**src/rtl/serial_arb_pkg.sv**
```systemverilog
// Shared definitions for the two-requester serialising arbiter:
// FSM state encoding and the default word length.
package serial_arb_pkg;

    localparam int DEFAULT_WIDTH = 8;

    typedef enum logic [1:0] {
        ST_IDLE   = 2'd0,
        ST_SHIFT  = 2'd1,
        ST_DRAIN  = 2'd2,
        ST_REPORT = 2'd3
    } state_e;

endpackage : serial_arb_pkg

```
**src/rtl/serial_arb_ctrl_rr_arb2.sv**
```systemverilog
// Two-way round-robin grant: on a tie the requester that did not win last
// time is granted; a lone valid requester always wins.
module rr_arb2 (
    input  logic       valid0_i,
    input  logic       valid1_i,
    input  logic       last_i,
    output logic [1:0] grant_o
);

    always_comb begin
        grant_o = 2'b00;
        if (valid0_i && valid1_i) begin
            grant_o = last_i ? 2'b01 : 2'b10;
        end else begin
            grant_o = {valid1_i, valid0_i};
        end
    end

endmodule : rr_arb2

```
**src/rtl/serial_arb_ctrl.sv**
```systemverilog
// Accepts a word from one of two requesters, shifts it out MSB first to a
// serial detector, counts detector hits and reports them once per word.
module serial_arb_ctrl
    import serial_arb_pkg::*;
#(
    parameter int WIDTH = DEFAULT_WIDTH,
    parameter int CW    = $clog2(WIDTH + 1)
) (
    input  logic             clk,
    input  logic             rst_n,
    input  logic             req0_valid,
    input  logic [WIDTH-1:0] req0_data,
    output logic             req0_ready,
    input  logic             req1_valid,
    input  logic [WIDTH-1:0] req1_data,
    output logic             req1_ready,
    output logic             ser_valid,
    output logic             ser_data,
    output logic             sel,
    input  logic             flag,
    output logic             done_valid,
    output logic             done_src,
    output logic [CW-1:0]    done_hits,
    output logic             busy
);

    localparam logic [CW-1:0] LAST_BIT = CW'(WIDTH - 1);

    state_e           state_q;
    logic [WIDTH-1:0] shift_q;
    logic             sel_q;
    logic             last_q;
    logic [CW-1:0]    bit_cnt_q;
    logic [CW-1:0]    hit_cnt_q;
    logic [CW-1:0]    hit_cnt_d;
    logic             sample_q;
    logic             ser_valid_q;
    logic             ser_data_q;
    logic             done_valid_q;
    logic             done_src_q;
    logic [CW-1:0]    done_hits_q;

    logic [1:0]       grant;
    logic             in_idle;
    logic             accept;
    logic [WIDTH-1:0] accept_data;

    rr_arb2 u_arb (
        .valid0_i (req0_valid),
        .valid1_i (req1_valid),
        .last_i   (last_q),
        .grant_o  (grant)
    );

    // Readies are gated by rst_n so they drop the instant reset is asserted.
    assign in_idle     = rst_n && (state_q == ST_IDLE);
    assign req0_ready  = in_idle && grant[0];
    assign req1_ready  = in_idle && grant[1];
    assign accept      = req0_ready || req1_ready;
    assign accept_data = grant[1] ? req1_data : req0_data;

    // sample_q marks the cycle after a live bit: the only time flag counts.
    assign hit_cnt_d = hit_cnt_q + {{(CW-1){1'b0}}, (sample_q & flag)};

    always_ff @(posedge clk or negedge rst_n) begin
        if (!rst_n) begin
            state_q      <= ST_IDLE;
            shift_q      <= '0;
            sel_q        <= 1'b0;
            last_q       <= 1'b1;
            bit_cnt_q    <= '0;
            hit_cnt_q    <= '0;
            sample_q     <= 1'b0;
            ser_valid_q  <= 1'b0;
            ser_data_q   <= 1'b0;
            done_valid_q <= 1'b0;
            done_src_q   <= 1'b0;
            done_hits_q  <= '0;
        end else begin
            sample_q     <= ser_valid_q;
            done_valid_q <= 1'b0;
            case (state_q)
                ST_IDLE: begin
                    if (accept) begin
                        shift_q     <= accept_data;
                        sel_q       <= grant[1];
                        last_q      <= grant[1];
                        hit_cnt_q   <= '0;
                        bit_cnt_q   <= '0;
                        ser_valid_q <= 1'b1;
                        ser_data_q  <= accept_data[WIDTH-1];
                        state_q     <= ST_SHIFT;
                    end
                end
                ST_SHIFT: begin
                    hit_cnt_q <= hit_cnt_d;
                    if (bit_cnt_q == LAST_BIT) begin
                        ser_valid_q <= 1'b0;
                        ser_data_q  <= 1'b0;
                        state_q     <= ST_DRAIN;
                    end else begin
                        shift_q    <= shift_q << 1;
                        ser_data_q <= shift_q[WIDTH-2];
                        bit_cnt_q  <= bit_cnt_q + 1'b1;
                    end
                end
                ST_DRAIN: begin
                    // The final flag sample is folded straight into the report.
                    hit_cnt_q    <= hit_cnt_d;
                    done_valid_q <= 1'b1;
                    done_src_q   <= sel_q;
                    done_hits_q  <= hit_cnt_d;
                    state_q      <= ST_REPORT;
                end
                ST_REPORT: begin
                    done_src_q  <= 1'b0;
                    done_hits_q <= '0;
                    state_q     <= ST_IDLE;
                end
                default: begin
                    state_q <= ST_IDLE;
                end
            endcase
        end
    end

    assign ser_valid  = ser_valid_q;
    assign ser_data   = ser_data_q;
    assign sel        = sel_q;
    assign done_valid = done_valid_q;
    assign done_src   = done_src_q;
    assign done_hits  = done_hits_q;
    assign busy       = (state_q != ST_IDLE);

endmodule : serial_arb_ctrl

```
**config.mk**
```make
export PLATFORM = sky130hd
export DESIGN_NAME = serial_arb_ctrl
export DESIGN_NICKNAME = d
export VERILOG_FILES = /design/src/rtl/serial_arb_pkg.sv /design/src/rtl/serial_arb_ctrl_rr_arb2.sv /design/src/rtl/serial_arb_ctrl.sv
export SDC_FILE = /design/constraint.sdc
export NUM_CORES = 1
export LEC_CHECK = 0
export ABC_AREA = 1
export BUFFER_PORTS_ARGS = -buffer_cell sky130_fd_sc_hd__buf_2
export CORE_MARGIN = 1.5
export CORE_UTILIZATION = 54
export DETAILED_ROUTE_END_ITERATION = 12
export GPL_TIMING_DRIVEN = 0
export PLACE_DENSITY = 0.79
export SLEW_MARGIN = 10
export SYNTH_ARGS = -nofsm -noshare
export SYNTH_HDL_FRONTEND = slang
export SYNTH_SLANG_ARGS = --single-unit
```
**constraint.sdc**
```tcl
create_clock -name clk -period 1.7 [get_ports clk]
set_input_delay 0.085 -clock clk [delete_from_list [all_inputs] [get_ports clk]]
set_output_delay 0.085 -clock clk [all_outputs]
set_load 0.005 [all_outputs]
```
# Yosys cells after proc, flatten, opt, wreduce, memory -nomap -nowiden
# Index checks and enable logic that the tools add are counted.
dict set report word_totals {
  mem_bits_rw 0
  memories 0
  romBits 0
  latch_bits 0
  ff_bits 28
  input_bits 21
}
dict set report classes {
  n_addsub 2
  n_bitwise 1
  multipliers 0
  order_cmp 0
  reduce_logical 17
  n_mux 22
  eq_ne 7
  shifts 0
  n_div 0
}
# op count
set op_table {}
lappend op_table {{$pmux 4 s2} 3}
lappend op_table {{$mux 7} 2}
lappend op_table {{$pmux 7 s2} 1}
lappend op_table {{$mux 2} 4}
lappend op_table {{$mux 4} 2}
lappend op_table {{$mux 8} 1}
lappend op_table {{$pmux 2 s4} 1}
lappend op_table {{$reduce_and 2->1} 4}
lappend op_table {{$reduce_bool 2->1} 4}
lappend op_table {{$ne 2x2->1 const B} 3}
lappend op_table {{$pmux 1 s2} 3}
lappend op_table {{$reduce_and 3->1} 2}
lappend op_table {{$mux 1} 5}
lappend op_table {{$add 4x1->4} 1}
lappend op_table {{$add 4x1->4 const B} 1}
lappend op_table {{$eq 2x2->1 const B} 2}
lappend op_table {{$eq 4x3->1 const B} 1}
lappend op_table {{$logic_and 1x1->1} 4}
lappend op_table {{$eq 2x1->1 const B} 1}
lappend op_table {{$logic_not 2->1} 1}
lappend op_table {{$reduce_or 2->1} 1}
lappend op_table {{$and 1x1->1} 1}
lappend op_table {{$logic_or 1x1->1} 1}

# Depth between registers and ports, before layout
# Gate-level depths: netlist (run 1).
dict set report depth {
  depth_word 6
  depth_mapped 10
  depth_no_buf 10
}

# Hierarchy
# Synthesis (run 1) repeated with hierarchy kept, for this count alone.
dict set report unflattened {
  cells_unflattened 221
  hier_area_um2 1599.0
}
# mod cells_each n_inst seq_area_each_um2 area_per_inst_um2
set modules_own_cells {}
lappend modules_own_cells {serial_arb_ctrl 216 1 701.9 1577.8}
lappend modules_own_cells {rr_arb2 5 1 0.0 21.3}

# Least setup slack after synthesis (run 1)
# No wires, ideal clock.
dict set report synth_timing {
  path_kind {register -> register}
  from {register state_q[0]}
  to {register shift_q[1]}
  setup_slack_ns 0.218
  setup_time_ns 0.117
  path_stages_with_launch 11
  n_path_buf 1
  arrival_ns 1.365
  required_time_ns 1.583
  synth_period_minus_slack_ns 1.482
  cell_sequence {dfrtp_1 > inv_1 > ha_1 > nand2_1 > nor2_2 > nand2_1 > nand3_2 > nand2_2 > buf_6 > nand2_1 > nand2_1}
}
dict set report synth_via {
  elab_chain_cells 6
}
# item line
set synth_rtl {}
lappend synth_rtl {{from (decl)} serial_arb_ctrl.sv:29} ;# state_e state_q;
lappend synth_rtl {{from (signal assigned)} serial_arb_ctrl.sv:67} ;# state_q <= ST_IDLE;
lappend synth_rtl {{from (signal assigned)} serial_arb_ctrl.sv:92} ;# state_q <= ST_SHIFT;
lappend synth_rtl {{from (signal assigned)} serial_arb_ctrl.sv:100} ;# state_q <= ST_DRAIN;
lappend synth_rtl {{$logic_not 2->1} {serial_arb_ctrl.sv:56, serial_arb_ctrl.sv:82}}
lappend synth_rtl {{$logic_and 1x1->1} serial_arb_ctrl.sv:56} ;# assign in_idle = rst_n && (state_q == ST_IDLE);
lappend synth_rtl {{$logic_and 1x1->1 (on tied branches)} {serial_arb_ctrl.sv:57, serial_arb_ctrl.sv:58}}
lappend synth_rtl {{$logic_or 1x1->1} serial_arb_ctrl.sv:59} ;# assign accept = req0_ready || req1_ready;
lappend synth_rtl {{$ne 2x2->1 (no source line)} -}
lappend synth_rtl {{$reduce_and 3->1 (no source line)} -}
lappend synth_rtl {{to (signal assigned)} serial_arb_ctrl.sv:85} ;# shift_q <= accept_data;
lappend synth_rtl {{to (signal assigned)} serial_arb_ctrl.sv:102} ;# shift_q <= shift_q << 1;
lappend synth_rtl {{to (decl)} serial_arb_ctrl.sv:30} ;# logic [WIDTH-1:0] shift_q;
# Several ways; a longest one is shown, not always the timed one.
# A chain may end at the register's enable or synchronous reset.

# Final worst setup path (run 1)
dict set report layout_timing {
  from {register state_q[0]}
  to {register shift_q[4]}
}
# Same word-level chain as after synthesis.

==> results.cfg, run 1 <==
[logic_synthesis]
synth_edf_count = 0
ys_top_cells_by_count = nand2_1, nand3_1, dfrtp_1
yosys_most_used_dff = dfrtp_1
yosysMostFrequentCell = nand2_1
synthCells = 212
synthArstFlopShare_pct = 100
ys_top_cells_by_area = dfrtp_1, nand2_1, nand3_1
yosysUniqueCellTypes = 24
synth_top_cell_by_area = dfrtp_1
synth.cell_area_um2 = 1610
yosysSeqAreaShare_pct = 43.7
yosys_warnings = 0
synth_top_area_share_pct = 42.0
synth_seq_cells = 28
syn_nets = 241
syn_avg_cell_area_um2 = 7.58

[power]
seq_power_share_pct = 31.8
netSwitchingPower_mw = 1.41
switching_share_pct = 42.4
p_int_mw = 1.92
power.leakage_nw = 1.15
clkPwrFrac_pct = 13.1
p_comb_share_pct = 55.1
power.density_nw_per_um2 = 1720
vdd_drop_max_mv = 1.17

[placement]
dpl_worst_slack_ns = -0.0369
io_buffers = 32
dpl.hpwl_um = 2260
dp.cells = 275
gp_congestion = 0.815

[global_routing]
gr-usage-all-layers_pct = 22.0
grt_antenna_before_repair = 0
first_global_vias = 1397
grt_max_degree = 28
grt-ovfl-total = 0
grt_pass1_wl_um = 5870

[floorplan]
die_y_um = 57.6
start_util_pct = 57.8
die_x_um = 57.6
core_um2 = 2780
fp-row-count = 19
dieArea_um2 = 3310
ios = 33

[route]
drcViolationCount = 0
antenna_left = 0
vias = 1466
wire_per_inst_um = 11.4
wirelength_um = 3240
avgViaCountPerCell = 5.14
drtPass1Iterations = 4
drt-initial-drc-count = 52

[setup_path]
reg2reg_depth = 10
cp-start-kind = flip-flop
reg2reg_to = shift_q[4]
worstPathRequired_ns = 1.94
rr_startpoint = state_q[0]
worstSetupPathType = reg -> reg
end_kind = flip-flop
arrival_ns = 1.83
crit_start = state_q[0]
r2r_setup_slack_ns = 0.11
cp_max_fo = 10

[final_layout]
nets = 284
finish.utilization_pct = 69.8
antenna_cells = 0
fin_cells = 285
drive_gt1_share_pct = 24.4
areaGrowthSynthToFinish_pct = 20.8

[outcome]
status = completed

[sta]
setup_viol = 0
worst_clock_skew_ns = 0.00570
maxSlewHeadroom_pct = 83.8
fin_tns_setup_ns = 0
final_max_slew_viol_count = 0
fin_hold_ws_ns = 0.0600
worst_slew_pin_slew_ns = 0.242
fmax_ghz = 0.629
fin_ws_ns = 0.111
hold_violations = 0
finalCritPeriodShare_pct = 93.5
rsz0062_at_grt = false
period_needed_ns = 1.59

[cts]
tritoncts = built
cts_sinks = 28
insertion_delay_ns = 0.33
clk_pin_slew_ns = 0.15
numCtsBuffers = 3
htreeDepth = 1
root_buffer = clkbuf_4
cts_buffer_depth = 2

[job]
drv_cap = 0

[min_path]
min_to = last_q
hold_start = req0_valid
hold_path.class = in -> reg
min_path_cells = 4
final cells by class:
class,instances,area [µm²]
multi-input cells,152,779
fillers,240,840
flip-flops and latches,28,702
clock inverters,1,30.0
well taps,31,38.8
inverters,27,106
clock buffers,3,22.5
plain buffers,5,42.5
repair buffers,38,220
cells in the final DEF (no fill, tap or decap), drive strengths merged:
cell type | Yosys | layout
nand3b | 2 | 2
xnor2 | 2 | 2
dfstp | 1 | 1
nand3 | 48 | 48
inv | 26 | 26
o31ai | 1 | 1
buf | 5 | 42
dfrtp | 27 | 27
clkinv | 1 | 1
xor2 | 1 | 1
nand4 | 1 | 1
nand2 | 76 | 76
or2 | 1 | 1
bufinv | 0 | 1
ha | 8 | 8
nor3b | 1 | 1
clkbuf | 0 | 3
nor2 | 8 | 8
dlygate4sd3 | 0 | 1
a21oi | 1 | 1
o21ai | 2 | 2
worst max-delay path by stage:
| stage | endpoint | slack [ns] | depth (start not counted) |
|---|---|---|---|
| final | shift_q[4] | 0.11 | 10 |
| after global routing | req0_ready | 0.002 | 7 |
| after CTS | req0_ready | 0.04 | 7 |
| after detailed placement | state_q[1] | -0.04 | 10 |
| after global placement | state_q[1] | -0.006 | 10 |
| after floorplan | shift_q[1] | 0.22 | 10 |
routing by layer:
layer	GRT usage, %	vias up	routed length, µm
met5	0	-	0
met4	4.98	0	34
met3	2.49	6	132
met2	39.3	40	1590
met1	28.3	664	1480
li1	-	756	-
worst max-delay path: stages, from the launching register on:
cell,delay [ns]
dfrtp_1,0.42
buf_4,0.15
ha_1,0.21
buf_4,0.18
nand2_1,0.08
nand2_1,0.08
inv_4,0.07
nand2_2,0.06
buf_6,0.14
nand2_1,0.05
nand2_1,0.05
power groups by stage:
stage                     combinational (mW)  sequential [mW]  clock (mW)
after CTS                               1.75             1.06       0.450
after global routing                    2.09             1.09       0.469
final                                   1.83             1.06       0.436
after global placement                  1.61             1.08           0
after floorplan                         1.21             1.07           0
after detailed placement                1.62             1.09           0
repair_timing:
action / in CTS / in global routing
endpoints found under the hold margin: 27 / 0
resized for setup: 2 / 6
hold buffers: 2 / 0
endpoints found under the setup margin: 19 / 14
buffers inserted: 2 / 2
pin swaps: 0 / 1
per-stage QoR:
stage / power (mW) / area, µm²
floorplan: 2.28 / 1610
global placement: 2.68 / 1810
detailed placement: 2.71 / 1810
CTS: 3.25 / 1920
global route: 3.65 / 1940
finish: 3.33 / 1940
logic make-up after synthesis:
family	count (synthesis)	synth area share, %
compound gates	4	1.40
xor+xnor	3	1.63
fa+ha+maj	8	6.23
buf+inv	32	8.95
flops	28	43.7
simple gates	137	38.1
state kept, by name, indices dropped and copies added, names as in the netlist:
| register | flops |
|---|---|
| bit_cnt_q | 4 |
| done_hits | 4 |
| done_src | 1 |
| done_valid | 1 |
| hit_cnt_q | 4 |
| last_q | 1 |
| sample_q | 1 |
| sel | 1 |
| ser_data | 1 |
| ser_valid | 1 |
| shift_q | 7 |
| state_q | 2 |
Note: power is estimated with default switching activity, not from simulation.
==> run 2, diff against run 1 <==
--- a/config.mk
+++ b/config.mk
@@ -12,6 +12,7 @@
 export DETAILED_ROUTE_END_ITERATION = 12
 export GPL_TIMING_DRIVEN = 0
 export PLACE_DENSITY = 0.79
+export RECOVER_POWER = 25
 export SLEW_MARGIN = 10
 export SYNTH_ARGS = -nofsm -noshare
 export SYNTH_HDL_FRONTEND = slang
==> run 2 against run 1 <==
Clock-buffer cell count unchanged. First-iteration DRC count unchanged. Clock skew about the same. Final cell count unchanged. Sequential cell count unchanged. Critical path depth unchanged. Cell area down 0.77%. Fmax unchanged. Worst setup slack about the same. Die area unchanged. Register-to-register slack about the same. Largest power group unchanged.
==> results.cfg, run 2 (synthesized netlist as in run 1, its figures left out) <==
[placement]
postPlaceCellArea_um2 = 1810
gp_congestion = 0.815
dpl.hpwl_um = 2260
dp.cells = 275
io_buffers = 32

[setup_path]
worstPathRequired_ns = 1.94
critPathBufInv = 4
crit_chain = buf_4, ha_1, buf_4, nand2_1, nand2_1, inv_4, nand2_2, buf_6, nand2_1, nand2_1
critPathMostFrequentCell = nand2_1
worstSetupPathType = reg -> reg
path_delay_family = buffers and inverters
cp_slowest_stage_delay_ns = 0.42
end_kind = flip-flop
cp-start-kind = flip-flop
cp_max_fo = 10
arrival_ns = 1.83
critPathSlowestCell = dfrtp_1

[route]
drcViolationCount = 0
antenna_left = 0
vias = 1465
drtPass1Iterations = 4
wirelength_um = 3240
drt-initial-drc-count = 52
avgViaCountPerCell = 5.14
wire_per_inst_um = 11.4

[global_routing]
first_global_vias = 1397
grt_antenna_before_repair = 0
grt_max_degree = 28
grt_pass1_wl_um = 5870
grt-ovfl-total = 0
gr-usage-all-layers_pct = 22.0

[cts]
root_buffer = clkbuf_4
insertion_delay_ns = 0.33
clk_pin_slew_ns = 0.15
numCtsBuffers = 3
htreeDepth = 1
cts_sinks = 28
tritoncts = built
cts_buffer_depth = 2

[floorplan]
die_x_um = 57.6
fp-row-count = 19
core_um2 = 2780
ios = 33
start_util_pct = 57.8
die_y_um = 57.6
dieArea_um2 = 3310

[power]
power.leakage_nw = 1.15
p_total_mw = 3.33
power.density_nw_per_um2 = 1730
vdd_drop_max_mv = 1.14

[sta]
finalCritPeriodShare_pct = 93.5
fin_tns_setup_ns = 0
setup_viol = 0
fmax_ghz = 0.629
worst_slew_pin_slew_ns = 0.668
maxSlewHeadroom_pct = 55.4
period_needed_ns = 1.59
hold_violations = 0
rsz0062_at_grt = false
worst_clock_skew_ns = 0.00570
final_max_slew_viol_count = 0

[final_layout]
largest_reg_flops = 7
final_cell_area_um2 = 1930
layout_commonest_cell = nand2_1
fillers = 242
drive_gt1_share_pct = 24.4
areaGrowthSynthToFinish_pct = 19.8
finish.utilization_pct = 69.3
regMostFlops = shift_q
layout_common_cells = nand2_1, nand3_1, buf_2
nets = 284
fin_cells = 285
antenna_cells = 0

[job]
drv_cap = 0

[outcome]
status = completed

[min_path]
hold_path.class = in -> reg
[run 2: cell count changes in the layout (fill, tap and decap cells not counted), sizes merged]
cell    delta
clkbuf     +1
buf        -1
[run 2: area by class of cell]
cell class	instances	area, µm²	share of cell area, %
buffer	5	42.5	2.21
clock inverter	1	30.0	1.56
sequential	28	702	36.4
clock buffer	3	22.5	1.17
tap	31	38.8	2.01
inverter	27	106	5.52
timing repair buffer	38	205	10.6
multi-input combinational	152	779	40.5
[run 2: what timing repair did]
item / in CTS / in global routing
hold endpoints to repair: 27 / 0
pin swaps: 0 / 1
hold buffers: 2 / 0
buffers inserted: 2 / 2
endpoints found under the setup margin: 19 / 14
cloned: 0 / 0
resized for setup: 2 / 6
[run 2: power breakdown]
group	internal [mW]	switching [mW]	total, mW	leakage [nW]
Clock	0.239	0.198	0.436	0.0279
Sequential	0.928	0.132	1.06	0.358
Combinational	0.748	1.08	1.83	0.762
[run 2: worst paths after layout]
path	startpoint	to	slack [ns]	cells past startpoint
max in group asynchronous	rst_n	shift_q[5]	0.82	3
max	state_q[0]	shift_q[4]	0.11	10
min	req0_valid	last_q	0.06	4
max reg2reg	state_q[0]	shift_q[4]	0.11	10
min reg2reg	ser_valid	sample_q	0.44	0
min in group asynchronous	rst_n	last_q	0.24	2
[run 2: through the flow]
stage	worst slack [ns]	hold WS, ns
4_1_cts	0.0409	0.0564
3_3_place_gp	-0.00590	0.151
3_5_place_dp	-0.0369	0.144
6_report	0.111	0.0600
5_1_grt	0.00216	0.0830
2_1_floorplan	0.218	-0.211
[run 2: layer usage]
metal,global-route usage [%],share of wire (%)
met1,28.3,46
met2,39.3,49
met3,2.49,4.1
met4,4.98,1.0
met5,0,0
[run 2: worst reg2reg max path: cells and delay by family, from the launching register on]
kind / cells / cell delay (ns)
buffers and inverters: 4 / 0.54
AND/OR/NAND/NOR: 5 / 0.32
flip-flops: 1 / 0.42
adder cells (fa/ha/maj): 1 / 0.21
==> run 3, diff against run 2 <==
--- a/config.mk
+++ b/config.mk
@@ -13,6 +13,7 @@
 export GPL_TIMING_DRIVEN = 0
 export PLACE_DENSITY = 0.79
 export RECOVER_POWER = 25
+export REMOVE_ABC_BUFFERS = 1
 export SLEW_MARGIN = 10
 export SYNTH_ARGS = -nofsm -noshare
 export SYNTH_HDL_FRONTEND = slang
==> run 3 against run 2 <==
Non-clock buffer count decreased by 2. Clock-buffer cell count increased by 1. Combinational power about the same. Via count increased by 1.5%. Sequential cell count unchanged. Wire length increased by 7.3%. Sequential share of layout area increased by 0.26 points. Clock power decreased by 24%. Cell area decreased by 0.71%. Critical path depth decreased by 3.
==> results.cfg, run 3 (synthesized netlist as in run 1, its figures left out) <==
[outcome]
status = completed

[final_layout]
nets = 283
finish.utilization_pct = 68.8
antenna_cells = 0
regMostFlops = shift_q
areaGrowthSynthToFinish_pct = 19.0
fin_cells = 284
layout_common_cells = nand2_1, nand3_1, buf_2
drive_gt1_share_pct = 24.9
largest_reg_flops = 7
layout_commonest_cell = nand2_1

[job]
drv_cap = 0

[cts]
clk_pin_slew_ns = 0.15
htreeDepth = 1
cts_buffer_depth = 2
root_buffer = clkbuf_4
cts_sinks = 28
numCtsBuffers = 3
tritoncts = built
insertion_delay_ns = 0.33

[sta]
worst_slew_pin_slew_ns = 0.682
worst_clock_skew_ns = 0.00423
maxSlewHeadroom_pct = 54.6
setup_viol = 0
fmax_ghz = 0.616
fin_hold_ws_ns = 0.0884
final_max_slew_viol_count = 0
period_needed_ns = 1.62
finalCritPeriodShare_pct = 95.6
hold_violations = 0

[power]
power.density_nw_per_um2 = 1680
power.leakage_nw = 1.13
vdd_drop_max_mv = 1.26

[setup_path]
crit_chain = inv_2, ha_4, nand2_1, nor2_2, nand2_2, inv_2, buf_2
worstSetupPathType = reg -> out
worstPathRequired_ns = 1.62
cp-start-kind = flip-flop
end_kind = output pin
cp_max_fo = 3
arrival_ns = 1.54
critPathSlowestCell = dfrtp_1
cp_slowest_stage_delay_ns = 0.43
critPathMostFrequentCell = inv_2

[floorplan]
dieArea_um2 = 3310
die_x_um = 57.6
fp-row-count = 19
die_y_um = 57.6
core_um2 = 2780
ios = 33
start_util_pct = 57.8

[placement]
dpl.hpwl_um = 2230
gp_congestion = 0.776
io_buffers = 32
dp.cells = 270

[route]
drt-initial-drc-count = 43
antenna_left = 0
drtPass1Iterations = 4
avgViaCountPerCell = 5.24
drcViolationCount = 0
vias = 1487
wire_per_inst_um = 12.3
wirelength_um = 3480

[global_routing]
grt_pass1_wl_um = 5930
first_global_vias = 1391
grt_max_degree = 28
gr-usage-all-layers_pct = 22.8
grt-ovfl-total = 0
grt_antenna_before_repair = 0

[min_path]
hold_path.class = in -> reg
-- run 3: routing by layer --
layer	up-vias	track usage (%)	wire length (µm)	share of wire, %
met1	691	29.7	1620	46
met3	9	3.17	107	3.1
met4	0	9.30	76	2.2
met5	-	0	0	0
li1	759	-	-	-
met2	28	38.0	1680	48
-- run 3: worst paths after layout --
kind                       slack, ns  startpoint  cells after the start           end
setup / recovery                0.08  state_q[1]                      7    req0_ready
hold / removal                  0.09  req0_valid                      4        last_q
max in group asynchronous       0.82       rst_n                      3  hit_cnt_q[3]
hold reg to reg                 0.42   ser_valid                      0      sample_q
min in group asynchronous       0.23       rst_n                      2        last_q
setup reg to reg                0.11  state_q[1]                     10    shift_q[1]
-- run 3: repair_timing --
action,CTS,global route
hold endpoints to repair,27,0
pin swaps,1,1
gates cloned,1,0
setup buffers,5,2
resized for setup,6,3
hold buffers,2,0
endpoints found under the setup margin,21,16
-- run 3: power by group --
| part | internal, mW | switching [mW] |
|---|---|---|
| combinational | 0.709 | 1.12 |
| clock | 0.131 | 0.199 |
| sequential | 0.928 | 0.136 |
| total | 1.77 | 1.45 |
-- run 3: critical path, delay by kind of cell, from the launching register on --
family	cells	cell delay, ns
buffers and inverters	3	0.31
adder cells (fa/ha/maj)	1	0.16
flip-flops	1	0.43
AND/OR/NAND/NOR	3	0.31
-- run 3: final cells by class --
cell class / count / area (µm²)
multi-input cells: 153 / 807
well taps: 31 / 38.8
inverters: 27 / 101
clock buffers: 4 / 36.3
flip-flops and latches: 28 / 702
repair buffers: 41 / 228
fillers: 220 / 868
-- run 3: per-stage QoR --
| step | setup WS (ns) | power [mW] | setup TNS, ns | area [µm²] |
|---|---|---|---|---|
| floorplan | 0.0474 | 2.16 | 0 | 1570 |
| detailed placement | -0.341 | 2.59 | -4.37 | 1760 |
| finish | 0.0754 | 3.22 | 0 | 1910 |
| CTS | 0.0379 | 3.14 | 0 | 1900 |
| global route | -0.00650 | 3.52 | -0.0146 | 1910 |
| global placement | -0.309 | 2.56 | -3.78 | 1760 |
